===== src/rtl/modulo_entrada.sv =====
// Input-side companion to the IN path: debounces the pushbutton, queues switch
// bytes on each press and hands them to the control unit through a le/pronto handshake.
module modulo_entrada #(
    parameter int DEBOUNCE = 16,
    parameter int DEPTH    = 4
) (
    input  logic                     clk,
    input  logic                     rst,
    input  logic                     chave,
    input  logic [7:0]               dadosIN,
    input  logic                     le,
    output logic [31:0]              dadoSaida,
    output logic                     pronto,
    output logic                     vazio,
    output logic                     cheio,
    output logic [$clog2(DEPTH):0]   contagem,
    output logic                     perdido
);

    localparam int PW  = $clog2(DEPTH);
    localparam int CW  = PW + 1;
    localparam int DBW = $clog2(DEBOUNCE);
    localparam logic [CW-1:0]  FULLCOUNT = CW'(DEPTH);
    localparam logic [DBW-1:0] DBMAX     = DBW'(DEBOUNCE - 1);

    typedef enum logic [1:0] {OCIOSO, ESPERA, ENTREGA, LIBERA} estado_t;

    logic           chaveS1, chaveS2;
    logic [7:0]     dadosS1, dadosS2;
    logic           nivelAceito;
    logic [DBW-1:0] contDeb;
    logic           captura;

    logic [7:0]     mem [DEPTH];
    logic [PW-1:0]  wrPtr, rdPtr;
    logic [CW-1:0]  nextCount;
    logic           wrEn, pop;

    estado_t        estado, proxEstado;

    always_ff @(posedge clk or posedge rst) begin
        if (rst) begin
            chaveS1 <= 1'b1;
            chaveS2 <= 1'b1;
            dadosS1 <= '0;
            dadosS2 <= '0;
        end else begin
            chaveS1 <= chave;
            chaveS2 <= chaveS1;
            dadosS1 <= dadosIN;
            dadosS2 <= dadosS1;
        end
    end

    // The accepted level only moves after DEBOUNCE consecutive differing cycles;
    // only the press direction (1->0) raises captura for one cycle.
    always_ff @(posedge clk or posedge rst) begin
        if (rst) begin
            nivelAceito <= 1'b1;
            contDeb     <= '0;
            captura     <= 1'b0;
        end else begin
            captura <= 1'b0;
            if (chaveS2 == nivelAceito) begin
                contDeb <= '0;
            end else if (contDeb == DBMAX) begin
                contDeb     <= '0;
                nivelAceito <= chaveS2;
                captura     <= nivelAceito & ~chaveS2;
            end else begin
                contDeb <= contDeb + 1'b1;
            end
        end
    end

    // A pop in the same cycle frees a slot, so a capture into a full FIFO still lands.
    assign wrEn = captura & (~cheio | pop);

    always_comb begin
        nextCount = contagem;
        if (wrEn && !pop) begin
            nextCount = contagem + 1'b1;
        end else if (!wrEn && pop) begin
            nextCount = contagem - 1'b1;
        end
    end

    always_ff @(posedge clk) begin
        if (wrEn) begin
            mem[wrPtr] <= dadosS2;
        end
    end

    always_ff @(posedge clk or posedge rst) begin
        if (rst) begin
            wrPtr     <= '0;
            rdPtr     <= '0;
            contagem  <= '0;
            vazio     <= 1'b1;
            cheio     <= 1'b0;
            perdido   <= 1'b0;
            dadoSaida <= '0;
        end else begin
            if (wrEn) begin
                wrPtr <= wrPtr + 1'b1;
            end
            if (pop) begin
                rdPtr     <= rdPtr + 1'b1;
                dadoSaida <= {24'd0, mem[rdPtr]};
            end
            if (captura && !wrEn) begin
                perdido <= 1'b1;
            end
            contagem <= nextCount;
            vazio    <= (nextCount == '0);
            cheio    <= (nextCount == FULLCOUNT);
        end
    end

    always_ff @(posedge clk or posedge rst) begin
        if (rst) begin
            estado <= OCIOSO;
        end else begin
            estado <= proxEstado;
        end
    end

    always_comb begin
        proxEstado = estado;
        case (estado)
            OCIOSO:  if (le) proxEstado = vazio ? ESPERA : ENTREGA;
            ESPERA:  if (!le) proxEstado = OCIOSO;
                     else if (!vazio) proxEstado = ENTREGA;
            ENTREGA: proxEstado = le ? LIBERA : OCIOSO;
            LIBERA:  if (!le) proxEstado = OCIOSO;
            default: proxEstado = OCIOSO;
        endcase
    end

    // Pop decisions use the registered vazio, so a same-cycle capture is never bypassed.
    always_comb begin
        pronto = (estado == ENTREGA);
        pop    = 1'b0;
        if ((estado == OCIOSO || estado == ESPERA) && le && !vazio) begin
            pop = 1'b1;
        end
    end

endmodule


===== config.mk =====
export PLATFORM = sky130hd
export DESIGN_NAME = modulo_entrada
export DESIGN_NICKNAME = d
export VERILOG_FILES = /design/src/rtl/modulo_entrada.sv
export SDC_FILE = /design/constraint.sdc
export NUM_CORES = 1
export LEC_CHECK = 0
export BUFFER_PORTS_ARGS = -buffer_cell sky130_fd_sc_hd__buf_4
export CORE_MARGIN = 4
export CORE_UTILIZATION = 59
export DETAILED_ROUTE_END_ITERATION = 12
export GPL_TIMING_DRIVEN = 0
export PLACE_DENSITY_LB_ADDON = 0.15
export SLEW_MARGIN = 20
export SYNTH_ARGS = -nofsm -noshare
export SYNTH_HDL_FRONTEND = slang
export SYNTH_SLANG_ARGS = --single-unit

===== constraint.sdc =====
create_clock -name clk -period 2.9 [get_ports clk]
set_input_delay 0 -clock clk [delete_from_list [all_inputs] [get_ports clk]]
set_output_delay 0 -clock clk [all_outputs]
set_load 0.01 [all_outputs]

==> qor.txt, run 1 <==
Initial antenna violation count: 0
Power share of the combinational group: 23.7%
Most numerous cell in the Yosys netlist: dfrtp_1
TNS Setup: 0 ns
Die area: 6290 sq um
Lkg Pwr: 1.63 nW
Largest net degree at the start of global routing: 26
Max Fclk: 478 MHz
Dpl hpwl: 3.00 mm
Critical Path Fanout Max: 8
Max cap viols: 0
Setup Viol. Count Final: 0
Footprint of the multi-input gates: 787 sq um
1st-iter DRT viols: 30
RD Place Congestion: 0.757
Cell taking the most area after synthesis: dfrtp_1
Synthesized flop and latch total: 76
Io pins: 51
Reg power frac: 48.9%
Cell area power density: 744 nW/um^2
Final wirelength: 4.27 mm
Vias in the first global route: 1588
Clock Power Share: 27.4%
Synth cell types: 32
CTS tree: yes
Core Box Area: 4820 sq um
Nature of the critical path startpoint: flop
Initial Util: 62.3%
Worst min path class: primary input to async pin
Worst Tran Pin Value: 0.534 ns
GRT Util Overall: 15.9%
Flop2flop setup slack: 0.81 ns
Rows: 25
Clock Tree Root: clkbuf_8
Number of flops mapped to enable cells by yosys: 32
Worst slack, placed: 0.795 ns
First-pass GRT wire length: 7.48 mm
Sequential fraction of the synthesis area: 68.9%
Worst r2r dst: mem[0][4]
Diode count: 0
WS Path Type: flop to flop
Synth top cells by count: 40 x dfrtp_1, 32 x edfxtp_1, 27 x nand2_1
Mean post-synth cell area: 15.1 sq um
Ranking of synthesized cells by area: dfrtp_1 33%, edfxtp_1 32%, buf_4 6.0%, mux4_2 6.0%, dfstp_2 3.5%
Layout area overhead: 23.1%
Worst-skew pair later-pin latency: 0.33 ns
Peak supply drop: 446 uV
Finished Layout Cells: 342
Status: complete, no violations
Fin. Hold Viols: 0
Slew HR: 64.3%
Asr flop ratio synth: 57.9%
H-tree levels: 3
CP required: 2.89 ns
Die height: 79.3 um
Worst EP arrival: 2.08 ns
Slew Viols, Final: 0
Dpl cells: 316
Sw Pwr: 743 uW
Congestion Overflow GR: 0
Share of post-route cells with drive strength above 1: 31.3%
Cts repair resizes: 0
CTS sink count: 76
Final period util: 72.1%
DR pass1 iterations: 4
Total CTS buffers: 9
Final ANT Viol Nets: 0
Wire per inst: 12.5 um
Crit path time final: 2.09 ns
Vias per cell: 4.73
Cells after synthesis: 199
Worst r2r path cells: 4
Internal power: 2.00 mW
RSZ-0062 raised after global routing: false
Switching part of the total: 27.0%
Number of remaining DRC errors: 0
YS warnings: 0
Final nets: 291
Clk pin slew, worst setup/hold paths: 0.07 ns
CTS Buffer Depth: 2
Min setup slack post-route: 0.808 ns
Via count: 1618
Yosys top cell area share: 33.4%
Crit. End Element: flop
R2R Path Start: estado[1]
Seq. cell area: 2070 sq um
Skew final: 0.00683 ns
Die W: 79.3 um
Cell Area, Synth: 3000 sq um
Most used DFF post-synth: dfrtp_1
FILL cells: 308
Buffers added on ports: 26
## cells by family after synthesis
kind of cell,count (synthesis),synth area share [%]
DFF,76,68.9
other,1,0.125
xor gates and xnor gates,6,1.75
buffers and inverters,37,7.72
adders and majority gates,8,3.34
and+or+nand+nor,45,7.55
muxes,8,6.01
AOI/OAI and AO/OA,18,4.59
## worst max-delay path, cell delays in order, from the launching register on
cell and delay (ns):
dfrtp_1 0.43, or3b_1 0.38, buf_2 0.18, a21boi_2 0.32
and2_1 0.44
## stage by stage
step | instance area (sq um) | util, % | power, mW | hold slack (ns)
6_report | 3690 | 76.6 | 2.75 | 0.238
5_1_grt | 3690 | 76.6 | 2.91 | 0.259
4_1_cts | 3690 | 76.6 | 2.77 | 0.229
3_5_place_dp | 3390 | 70.4 | 2.00 | 0.0351
3_3_place_gp | 3360 | 69.8 | 1.99 | 0.108
2_1_floorplan | 3090 | - | 1.77 | 0.00448
## state kept, by name, indices dropped and copies added (netlist names), 2 cells and up
| signal | flops |
|---|---|
| mem | 32 |
| contagem | 3 |
| dadosS2 | 8 |
| wrPtr | 2 |
| rdPtr | 2 |
| contDeb | 4 |
| dadosS1 | 8 |
| estado | 2 |
| dadoSaida | 8 |
## layer usage
layer,global-route usage (%),routed length (um)
met4,8.25,96
met5,0,0
met1,20.9,1900
met2,24.2,1970
met3,4.31,303
## final cells by class
class,count,area share [%]
Sequential cell,76,56.0
Multi-Input combinational cell,109,21.3
Timing Repair Buffer,38,9.01
Buffer,29,5.46
Clock buffer,10,3.73
Tap cell,67,2.27
Clock inverter,5,1.42
Inverter,8,0.813
## how the worst max path moves through the flow
stage | start | to | slack, ns | cells past startpoint
floorplan | estado[1] | mem[0][0] | 1.11 | 4
global placement | estado[1] | mem[0][7] | 0.83 | 4
detailed placement | estado[1] | mem[0][7] | 0.79 | 4
CTS | estado[1] | mem[0][3] | 0.78 | 4
global route | estado[1] | mem[0][1] | 0.66 | 4
finish | estado[1] | mem[0][4] | 0.81 | 4
## cells in the final DEF (no fill, tap or decap), drive strengths merged
cell type	instances
inv	8
nor2b	3
dfstp	4
nor4b	2
and2	4
a32oi	1
edfxtp	32
or3b	1
mux4	8
o21ai	5
a21boi	2
nand2	27
clkinvlp	1
clkbuf	12
nor2	4
nand4b	2
buf	54
o311ai	1
a2111oi	1
dlygate4sd3	11
a311oi	2
a31o	1
a21oi	4
nor3b	1
xnor2	6
dfrtp	40
conb	24
o21a	1
clkinv	3
bufinv	1
ha	8
and4	1
## power by group through the flow
| stage | Combinational, mW | Sequential (mW) | Clock [mW] |
|---|---|---|---|
| 2_1_floorplan | 0.390 | 1.38 | 0 |
| 3_3_place_gp | 0.634 | 1.36 | 0 |
| 3_5_place_dp | 0.642 | 1.36 | 0 |
| 4_1_cts | 0.660 | 1.34 | 0.771 |
| 5_1_grt | 0.726 | 1.36 | 0.826 |
| 6_report | 0.651 | 1.34 | 0.753 |
## timing repair
item                                   in CTS  in global routing
hold buffers                               11                  0
endpoints found under the hold margin      30                  0
buffers inserted                            0                  0
Note: power is estimated with default switching activity, not from simulation.
==> inputs of run 2 (changes only) <==
Settings changed: CORE_UTILIZATION 59 to 55.
Clock period 2.9 ns to 2 ns, I/O delays scaled along.
==> qor.txt, run 2 (synthesis gave the netlist of run 1 again) <==
Status: complete, no violations
Core Box Area: 5200 sq um
Vias in the first global route: 1556
Die W: 81.8 um
Met3 Use GR: 4.71%
Total setup buffers inserted after CTS: 0
Dpl hpwl: 2.95 mm
CP required: 2.03 ns
Final instance area: 3710 sq um
Worst r2r dst: mem[2][4]
Number of remaining DRC errors: 0
Crit path time final: 1.90 ns
Worst min path class: primary input to async pin
Most Crowded Layer GR: met2
Nature of the critical path startpoint: flop
Commonest non-fill, non-tap cell in the layout: buf_4
Clock Tree Root: clkbuf_8
Rows: 26
Worst Tran Pin Value: 0.533 ns
Max reg flops: 32
Top reg by flops: mem
CTS tree: yes
First-pass GRT wire length: 7.42 mm
Largest net degree at the start of global routing: 28
Slew HR: 64.5%
Final period util: 94.9%
Max cap viols: 0
Via count: 1551
Lkg Pwr: 1.62 nW
Initial Util: 57.6%
Footprint of the multi-input gates: 803 sq um
Grt met2 use: 23.1%
Worst-skew pair later-pin latency: 0.34 ns
Initial antenna violation count: 0
Peak supply drop: 689 uV
Clk pin slew, worst setup/hold paths: 0.08 ns
Post-DP Area: 3390 sq um
GRT met1 Usage: 20.3%
CTS Buffer Depth: 2
Skew final: 0.00990 ns
Final wirelength: 4.34 mm
Critical Path Fanout Max: 8
Buf/Inv on CP: 1
Layout area overhead: 23.8%
Buffers added on ports: 26
RD Place Congestion: 0.708
DR pass1 iterations: 4
Dpl cells: 319
Flop2flop setup slack: 0.10 ns
Critical Path Max Stage Delay: 0.44 ns
Cell area power density: 1090 nW/um^2
Fin. Hold Viols: 0
Congestion Overflow GR: 0
Seq. cell area: 2070 sq um
Vias per cell: 4.48
Diode count: 0
CTS sink count: 76
Io pins: 51
Max Fclk: 527 MHz
Cells along the critical path: or3b_1 -> buf_2 -> a21boi_4 -> and2_2
Share of post-route cells with drive strength above 1: 33.0%
Critical Path Slowest Stage Cell: dfrtp_1
Slew Viols, Final: 0
Wire per inst: 12.5 um
Min setup slack post-route: 0.101 ns
Die height: 81.8 um
Total CTS buffers: 9
Setup Viol. Count Final: 0
RSZ-0062 raised after global routing: false
Final ANT Viol Nets: 0
CP top delay family: simple AND/OR/NAND/NOR gates
Tot Pwr: 4.03 mW
Final nets: 291
Most frequent cells in the layout: 50 x buf_4, 40 x dfrtp_1, 32 x edfxtp_1
Worst slack, placed: -0.0754 ns
FILL cells: 356
GRT Util Overall: 15.2%
Die area: 6700 sq um
Worst EP arrival: 1.93 ns
WS Path Type: flop to flop
R2R Path Start: estado[1]
Crit. End Element: flop
Finished Layout Cells: 346
Worst r2r path cells: 4
H-tree levels: 3
1st-iter DRT viols: 58
==> run 2: per-layer routing <==
layer	share of wire (%)	wire length (um)	vias to the layer above
li1	-	-	790
met1	46	1990	705
met2	46	1990	49
met3	7.0	304	7
met4	1.3	55	0
met5	0	0	-
==> run 2: report_power, final <==
group	internal (mW)	switching, mW
sequential	1.80	0.139
clock	0.579	0.558
combinational	0.500	0.454
==> run 2: worst max-delay path by stage <==
stage,start,to,slack (ns),depth (start not counted)
2_1_floorplan,estado[1],mem[0][0],0.21,4
3_3_place_gp,estado[1],mem[0][3],-0.09,4
3_5_place_dp,estado[1],mem[0][3],-0.08,4
4_1_cts,estado[1],mem[0][4],0.03,4
5_1_grt,estado[1],mem[2][2],0.007,4
6_report,estado[1],mem[2][4],0.10,4
==> run 2: worst register-to-register path: cells and delay by family (launching register included) <==
kind / cells / cell delay, ns
simple gates: 2 / 0.71
flops: 1 / 0.44
compound gates: 1 / 0.25
buf+inv: 1 / 0.19
==> run 2: per-stage QoR <==
step | util [%] | hold WS [ns] | TNS [ns]
floorplan | - | 0.00448 | 0
global placement | 64.7 | 0.108 | -2.05
finish | 71.3 | 0.186 | 0
global route | 71.3 | 0.208 | 0
detailed placement | 65.1 | 0.00367 | -2.14
CTS | 71.1 | 0.189 | 0
==> run 2: area by class of cell <==
type                            count  share of cell area (%)
Sequential cell                    76                    55.7
Clock inverter                      7                    2.02
Multi-Input combinational cell    109                    21.6
Tap cell                           70                    2.36
Clock buffer                        9                    3.34
Timing Repair Buffer               38                    8.76
Buffer                             29                    5.42
Inverter                            8                   0.809
==> run 2: repair_timing <==
item | CTS | global route
gates resized for setup | 4 | 4
hold buffers | 11 | 0
setup endpoints to repair | 32 | 32
gates cloned | 0 | 0
hold endpoints to repair | 52 | 0
